### src/rtl/mem_pkg.sv
// mem_pkg: shared definitions for the memory slave.
//   - default widths, depth, latency and out-of-range read data
//   - cmd_e   : command decoded from {wr, rd}
//   - rsp_t   : one response pipeline slot {valid, is_read, err, data}
//   - decode_cmd : {wr, rd} -> cmd_e
package mem_pkg;

  localparam int DEF_ADDR_WIDTH = 4;
  localparam int DEF_DATA_WIDTH = 32;
  localparam int DEF_MEM_SIZE   = 16;
  localparam int DEF_RD_LATENCY = 2;
  localparam logic [DEF_DATA_WIDTH-1:0] DEF_ERR_DATA = 32'hDEAD_BEEF;

  // Encoding matches the {wr, rd} bit pair so decode is a plain cast.
  typedef enum logic [1:0] {
    CMD_IDLE    = 2'b00,
    CMD_RD      = 2'b01,
    CMD_WR      = 2'b10,
    CMD_COLLIDE = 2'b11
  } cmd_e;

  typedef struct packed {
    logic                      valid;
    logic                      is_read;
    logic                      err;
    logic [DEF_DATA_WIDTH-1:0] data;
  } rsp_t;

  function automatic cmd_e decode_cmd(input logic wr, input logic rd);
    return cmd_e'({wr, rd});
  endfunction

endpackage

### src/rtl/mem_rsp_pipe.sv
// mem_rsp_pipe: DEPTH-deep shift register of response slots.
// The last stage is the response output register: its valid/err fields
// follow the previous stage every edge, while its data field only loads
// on a valid read so the read data holds across write responses and idle
// cycles.
// Ports:
//   clk     : clock, all state on posedge
//   reset   : asynchronous active-low flush of every stage
//   rsp_in  : slot entering the pipe at each posedge
//   rsp_out : output register contents
module mem_rsp_pipe
  import mem_pkg::*;
#(
  parameter int DEPTH = DEF_RD_LATENCY
) (
  input  logic clk,
  input  logic reset,
  input  rsp_t rsp_in,
  output rsp_t rsp_out
);

  rsp_t stage [DEPTH];
  rsp_t prev  [DEPTH];

  // prev[i] is whatever stage[i] loads at the next edge.
  always_comb begin
    prev[0] = rsp_in;
    for (int i = 1; i < DEPTH; i++) begin
      prev[i] = stage[i-1];
    end
  end

  always_ff @(posedge clk or negedge reset) begin
    if (!reset) begin
      for (int i = 0; i < DEPTH; i++) begin
        stage[i] <= '0;
      end
    end else begin
      for (int i = 0; i < DEPTH - 1; i++) begin
        stage[i] <= prev[i];
      end
      stage[DEPTH-1].valid   <= prev[DEPTH-1].valid;
      stage[DEPTH-1].is_read <= prev[DEPTH-1].is_read;
      stage[DEPTH-1].err     <= prev[DEPTH-1].err;
      if (prev[DEPTH-1].valid && prev[DEPTH-1].is_read) begin
        stage[DEPTH-1].data <= prev[DEPTH-1].data;
      end
    end
  end

  assign rsp_out = stage[DEPTH-1];

endmodule

### src/rtl/mem_slave.sv
// mem_slave: register-array memory slave with a fixed-latency, in-order
// response for every accepted command.
// Ports:
//   clk     : clock, all state on posedge
//   reset   : asynchronous active-low reset (clears array and responses)
//   wr, rd  : command strobes sampled at posedge (both set = collision)
//   addr    : word address, compared unsigned against MEM_SIZE
//   wdata   : write data
//   rdata   : read data of the most recent read response (held otherwise)
//   slv_rsp : one-cycle pulse per accepted command
//   err     : one-cycle pulse with slv_rsp for collision / out-of-range
module mem_slave
  import mem_pkg::*;
#(
  parameter int                    ADDR_WIDTH = DEF_ADDR_WIDTH,
  parameter int                    DATA_WIDTH = DEF_DATA_WIDTH,
  parameter int                    MEM_SIZE   = DEF_MEM_SIZE,
  parameter int                    RD_LATENCY = DEF_RD_LATENCY,
  parameter logic [DATA_WIDTH-1:0] ERR_DATA   = DEF_ERR_DATA
) (
  input  logic                  clk,
  input  logic                  reset,
  input  logic                  wr,
  input  logic                  rd,
  input  logic [ADDR_WIDTH-1:0] addr,
  input  logic [DATA_WIDTH-1:0] wdata,
  output logic [DATA_WIDTH-1:0] rdata,
  output logic                  slv_rsp,
  output logic                  err
);

  // rsp_t carries data at the package width, so the data path is fixed to it.
  if (DATA_WIDTH != DEF_DATA_WIDTH) begin : g_bad_width
    $error("mem_slave: DATA_WIDTH must equal mem_pkg::DEF_DATA_WIDTH");
  end
  if (RD_LATENCY < 1 || RD_LATENCY > 8) begin : g_bad_latency
    $error("mem_slave: RD_LATENCY must be within 1..8");
  end
  if (MEM_SIZE < 1 || MEM_SIZE > (1 << ADDR_WIDTH)) begin : g_bad_size
    $error("mem_slave: MEM_SIZE must be within 1..2**ADDR_WIDTH");
  end

  localparam int IDX_W = (MEM_SIZE > 1) ? $clog2(MEM_SIZE) : 1;
  // One extra bit so MEM_SIZE == 2**ADDR_WIDTH is representable.
  localparam logic [ADDR_WIDTH:0] MEM_LIMIT = (ADDR_WIDTH+1)'(MEM_SIZE);

  logic [DATA_WIDTH-1:0] mem [MEM_SIZE];

  cmd_e             cmd;
  logic             in_range;
  logic [IDX_W-1:0] idx;
  logic             do_write;
  rsp_t             rsp_in;
  rsp_t             rsp_out;

  always_comb begin
    cmd      = decode_cmd(wr, rd);
    in_range = {1'b0, addr} < MEM_LIMIT;
    idx      = addr[IDX_W-1:0];
    do_write = ((cmd == CMD_WR) || (cmd == CMD_COLLIDE)) && in_range;

    rsp_in         = '0;
    rsp_in.valid   = (cmd != CMD_IDLE);
    // A collision performs only the write, so it never loads rdata.
    rsp_in.is_read = (cmd == CMD_RD);
    rsp_in.err     = (cmd == CMD_COLLIDE) || ((cmd != CMD_IDLE) && !in_range);
    if (cmd == CMD_RD) begin
      // Snapshot taken from the pre-edge array; later writes cannot
      // disturb a read already in flight.
      rsp_in.data = in_range ? mem[idx] : ERR_DATA;
    end
  end

  always_ff @(posedge clk or negedge reset) begin
    if (!reset) begin
      for (int i = 0; i < MEM_SIZE; i++) begin
        mem[i] <= '0;
      end
    end else if (do_write) begin
      mem[idx] <= wdata;
    end
  end

  mem_rsp_pipe #(
    .DEPTH (RD_LATENCY)
  ) u_rsp_pipe (
    .clk     (clk),
    .reset   (reset),
    .rsp_in  (rsp_in),
    .rsp_out (rsp_out)
  );

  assign slv_rsp = rsp_out.valid;
  assign err     = rsp_out.err;
  assign rdata   = rsp_out.data;

endmodule
### config.mk
export PLATFORM = sky130hd
export DESIGN_NAME = mem_slave
export DESIGN_NICKNAME = d
export VERILOG_FILES = /design/src/rtl/mem_pkg.sv /design/src/rtl/mem_rsp_pipe.sv /design/src/rtl/mem_slave.sv
export SDC_FILE = /design/constraint.sdc
export NUM_CORES = 1
export LEC_CHECK = 0
export CAP_MARGIN = 20
export CORE_AREA = 2 2 196 246
export DETAILED_ROUTE_END_ITERATION = 10
export DIE_AREA = 0 0 198 248
export HOLD_SLACK_MARGIN = 0.08
export PLACE_DENSITY = 0.77
export SLEW_MARGIN = 10
export SYNTH_ARGS = -nofsm -noshare
export SYNTH_HDL_FRONTEND = slang
export SYNTH_SLANG_ARGS = --single-unit
### constraint.sdc
create_clock -name clk -period 2.2 [get_ports clk]
set_clock_uncertainty 0.05 [all_clocks]
set_input_delay 0.22 -clock clk [delete_from_list [all_inputs] [get_ports clk]]
set_output_delay 0.22 -clock clk [all_outputs]
set_load 0.03 [all_outputs]
==> run metrics <==
flop-to-flop setup slack between 0.6 and 0.7 ns; Via-to-Cell Ratio ~6.0; clk sink count 581; Yosys top cell by area dfrtp_1; synth warn 0; pre-CTS WS -0.248 ns; Routed Antenna Nets 0; initial core utilization approximately 54%; core box area around 0.047 mm^2; Yosys reg bits 581; Worst Slack Setup Final between 0.2 and 0.3 ns; largest fanout on the critical path 2; Cell Pwr Density about 980 mW/mm^2; Critical Path, Cell by Cell clkdlybuf4s50_1; RR Startpoint u_rsp_pipe.prev[34]$_DFF_PN0_; 1st-iter DRT viols 900; global-route wire length before repair between 90 and 100 mm; die height 248 um; DR pass1 iterations 5; CTS Buf Count 56; hold slack roughly 0.14 ns; Area contributors post-synth dfrtp_1, mux2_2, mux4_2; CP Capture Type output pin; max-cap violations 0; Clock power frac approximately a third; Critical Path Start Type flop; FF-to-FF path depth 3; Post-CTS Resized 0; GRT Total Usage ~25%; Max Freq ~520 MHz; Switching Fraction between 20% and 30%; Max IR drop VDD approximately 570 uV; most common cell in the netlist dfrtp_1; Final setup viols 0; PortBufs 73; Final #Nets 1740; CP bufs+invs 1; RSZ-0062 raised after global routing no; largest net degree at the start of global routing between 90 and 100; slowest CP cell clkdlybuf4s50_1; Leak roughly 0.013 uW; Ports 74; synth unique cells 29; number of global-route vias before repair 15606; chip width around 200 um; CTS tree yes; share of the synthesized area in the top cell type a little under three fifths; Mapped Area approximately 0.025 mm^2; Syn Nets approximately 1700; Slew @ Worst Pin approximately 1.0 ns; combinational cell fraction of total power between 15 and 20%; area delta synth->final 15.7%; Post-synth EDFFs 0; CTS Buffer Depth 3; Post-Syn Area per Cell approximately 16 um^2; Worst Hold Class input pin to async pin; DRT Wirelength between 50 and 60 mm; total power 28700 uW; slowest stage delay, CP around 0.7 ns; Primary FF master, synth dfrtp_1; fraction of layout cells with a size suffix above 1 48.3%; Cells after Synth between 1500 and 2000; min Tclk post-route a little under 2 ns; row cnt around 90; Sw Pwr around 7000 uW; die footprint about 0.05 mm^2; initial antenna violation count 7; Slew HR between 30% and 40%; H-Tree Depth 2; clock-pin transition on the worst setup and hold timing paths ~0.07 ns; crit-path leading delay family buffers and inverters; Remaining DRCs 0; clock root buffer clkbuf_16; worst skew pair latency around 0.59 ns; Util after Layout 62.7%; Worst EP required between 1.5 and 2 ns; sequential power share around half; WS Path Type flop to output pin; hpwl dp between 30 and 40 mm; setup bufs post-CTS 0; Slew Limit Fails 0; status complete, no violations; routed via count approximately 14000; DR WL/cell between 20 and 25 um; Final Hold Fails 0; hold_buf cts 1; GRT overflow 0; internal power between 20000 and 25000 uW; most common library cells after synthesis dfrtp_1, mux2_2, mux2i_1, mux4_2, clkbuf_1; Worst EP arrival 1.65 ns; capturing point of the worst reg2reg path u_rsp_pipe.rsp_out[17]$_DFFE_PN0P_; final period utilization between 80% and 90%; Final Wtd Congestion 0.784; Async S/R FF share, synth 100%; post-synthesis sequential area ratio 57.2%
[cells in the final DEF (no fill, tap or decap), drive strengths merged]
| cell type | instances |
|---|---|
| a22o | 32 |
| nor4bb | 1 |
| mux4 | 64 |
| inv | 2 |
| buf | 90 |
| nor3b | 1 |
| clkinv | 14 |
| or3 | 2 |
| dfrtp | 581 |
| mux2 | 608 |
| nand2b | 6 |
| clkdlybuf4s50 | 70 |
| nand3 | 1 |
| nand3b | 3 |
| nor2 | 11 |
| bufinv | 3 |
| dlygate4sd3 | 1 |
| or2 | 1 |
| and4b | 1 |
| o31ai | 32 |
| and2 | 1 |
| clkbuf | 82 |
| mux2i | 64 |
| a22oi | 32 |
| diode | 2 |
| o22ai | 32 |
| nor2b | 3 |
| nand2 | 4 |
[layer usage]
layer,vias up,GRT usage (%),share of wire (%),routed length [um]
met5,-,0,0.096,57
met4,8,7.25,2.3,1370
met3,101,3.64,4.4,2590
met2,336,42.5,51,30100
met1,7755,33.9,42,25100
li1,6155,-,-,-
[power groups by stage]
stage	registers, uW	clock network, uW	logic [uW]
floorplan	14100	0	3560
global placement	14100	0	4740
detailed placement	14300	0	4940
CTS	14100	9850	4970
global route	14400	10300	5320
finish	14100	9670	4920
[per-stage QoR]
stage | TNS [ns] | std cells | instance area, um^2
after floorplan | 0 | 1623 | 25400
after detailed placement | -27.54 | 2278 | 27500
after global routing | 0 | 2381 | 29400
final | 0 | 2381 | 29400
after global placement | -21.96 | 2278 | 27500
after CTS | 0 | 2379 | 29400
[how the worst max path moves through the flow]
stage / slack [ns] / to / cells after the start / from
global route: 0.21 / rdata[5] / 1 / u_rsp_pipe.rsp_out[5]$_DFFE_PN0P_
detailed placement: -0.25 / u_rsp_pipe.prev[2]$_DFF_PN0_ / 6 / addr[2]
CTS: 0.23 / rdata[5] / 1 / u_rsp_pipe.rsp_out[5]$_DFFE_PN0P_
finish: 0.28 / rdata[23] / 1 / u_rsp_pipe.rsp_out[23]$_DFFE_PN0P_
global placement: -0.21 / u_rsp_pipe.prev[2]$_DFF_PN0_ / 6 / addr[2]
floorplan: 0.52 / u_rsp_pipe.prev[21]$_DFF_PN0_ / 6 / addr[1]
[sequential cells by signal, indices dropped and copies added (netlist names)]
name                cells
u_rsp_pipe.rsp_out     34
mem                   512
u_rsp_pipe.prev        35
[kinds of logic (layout without fill, tap and decap cells)]
family,after synthesis,after routing,share of synthesized area (%)
other cells,0,2,0
buf+inv,143,262,2.68
simple gates,35,35,0.792
flops,581,581,57.2
mux,736,736,35.6
compound gates,128,128,3.78
[layout make-up]
type	count	area [um^2]
clock inverters	19	178
fillers	3401	17500
diodes	2	5.00
clock buffers	81	1700
multi-input cells	899	10300
flip-flops and latches	581	14500
well taps	637	797
repair buffers	162	1870
Power figures use the tool's default switching activity.
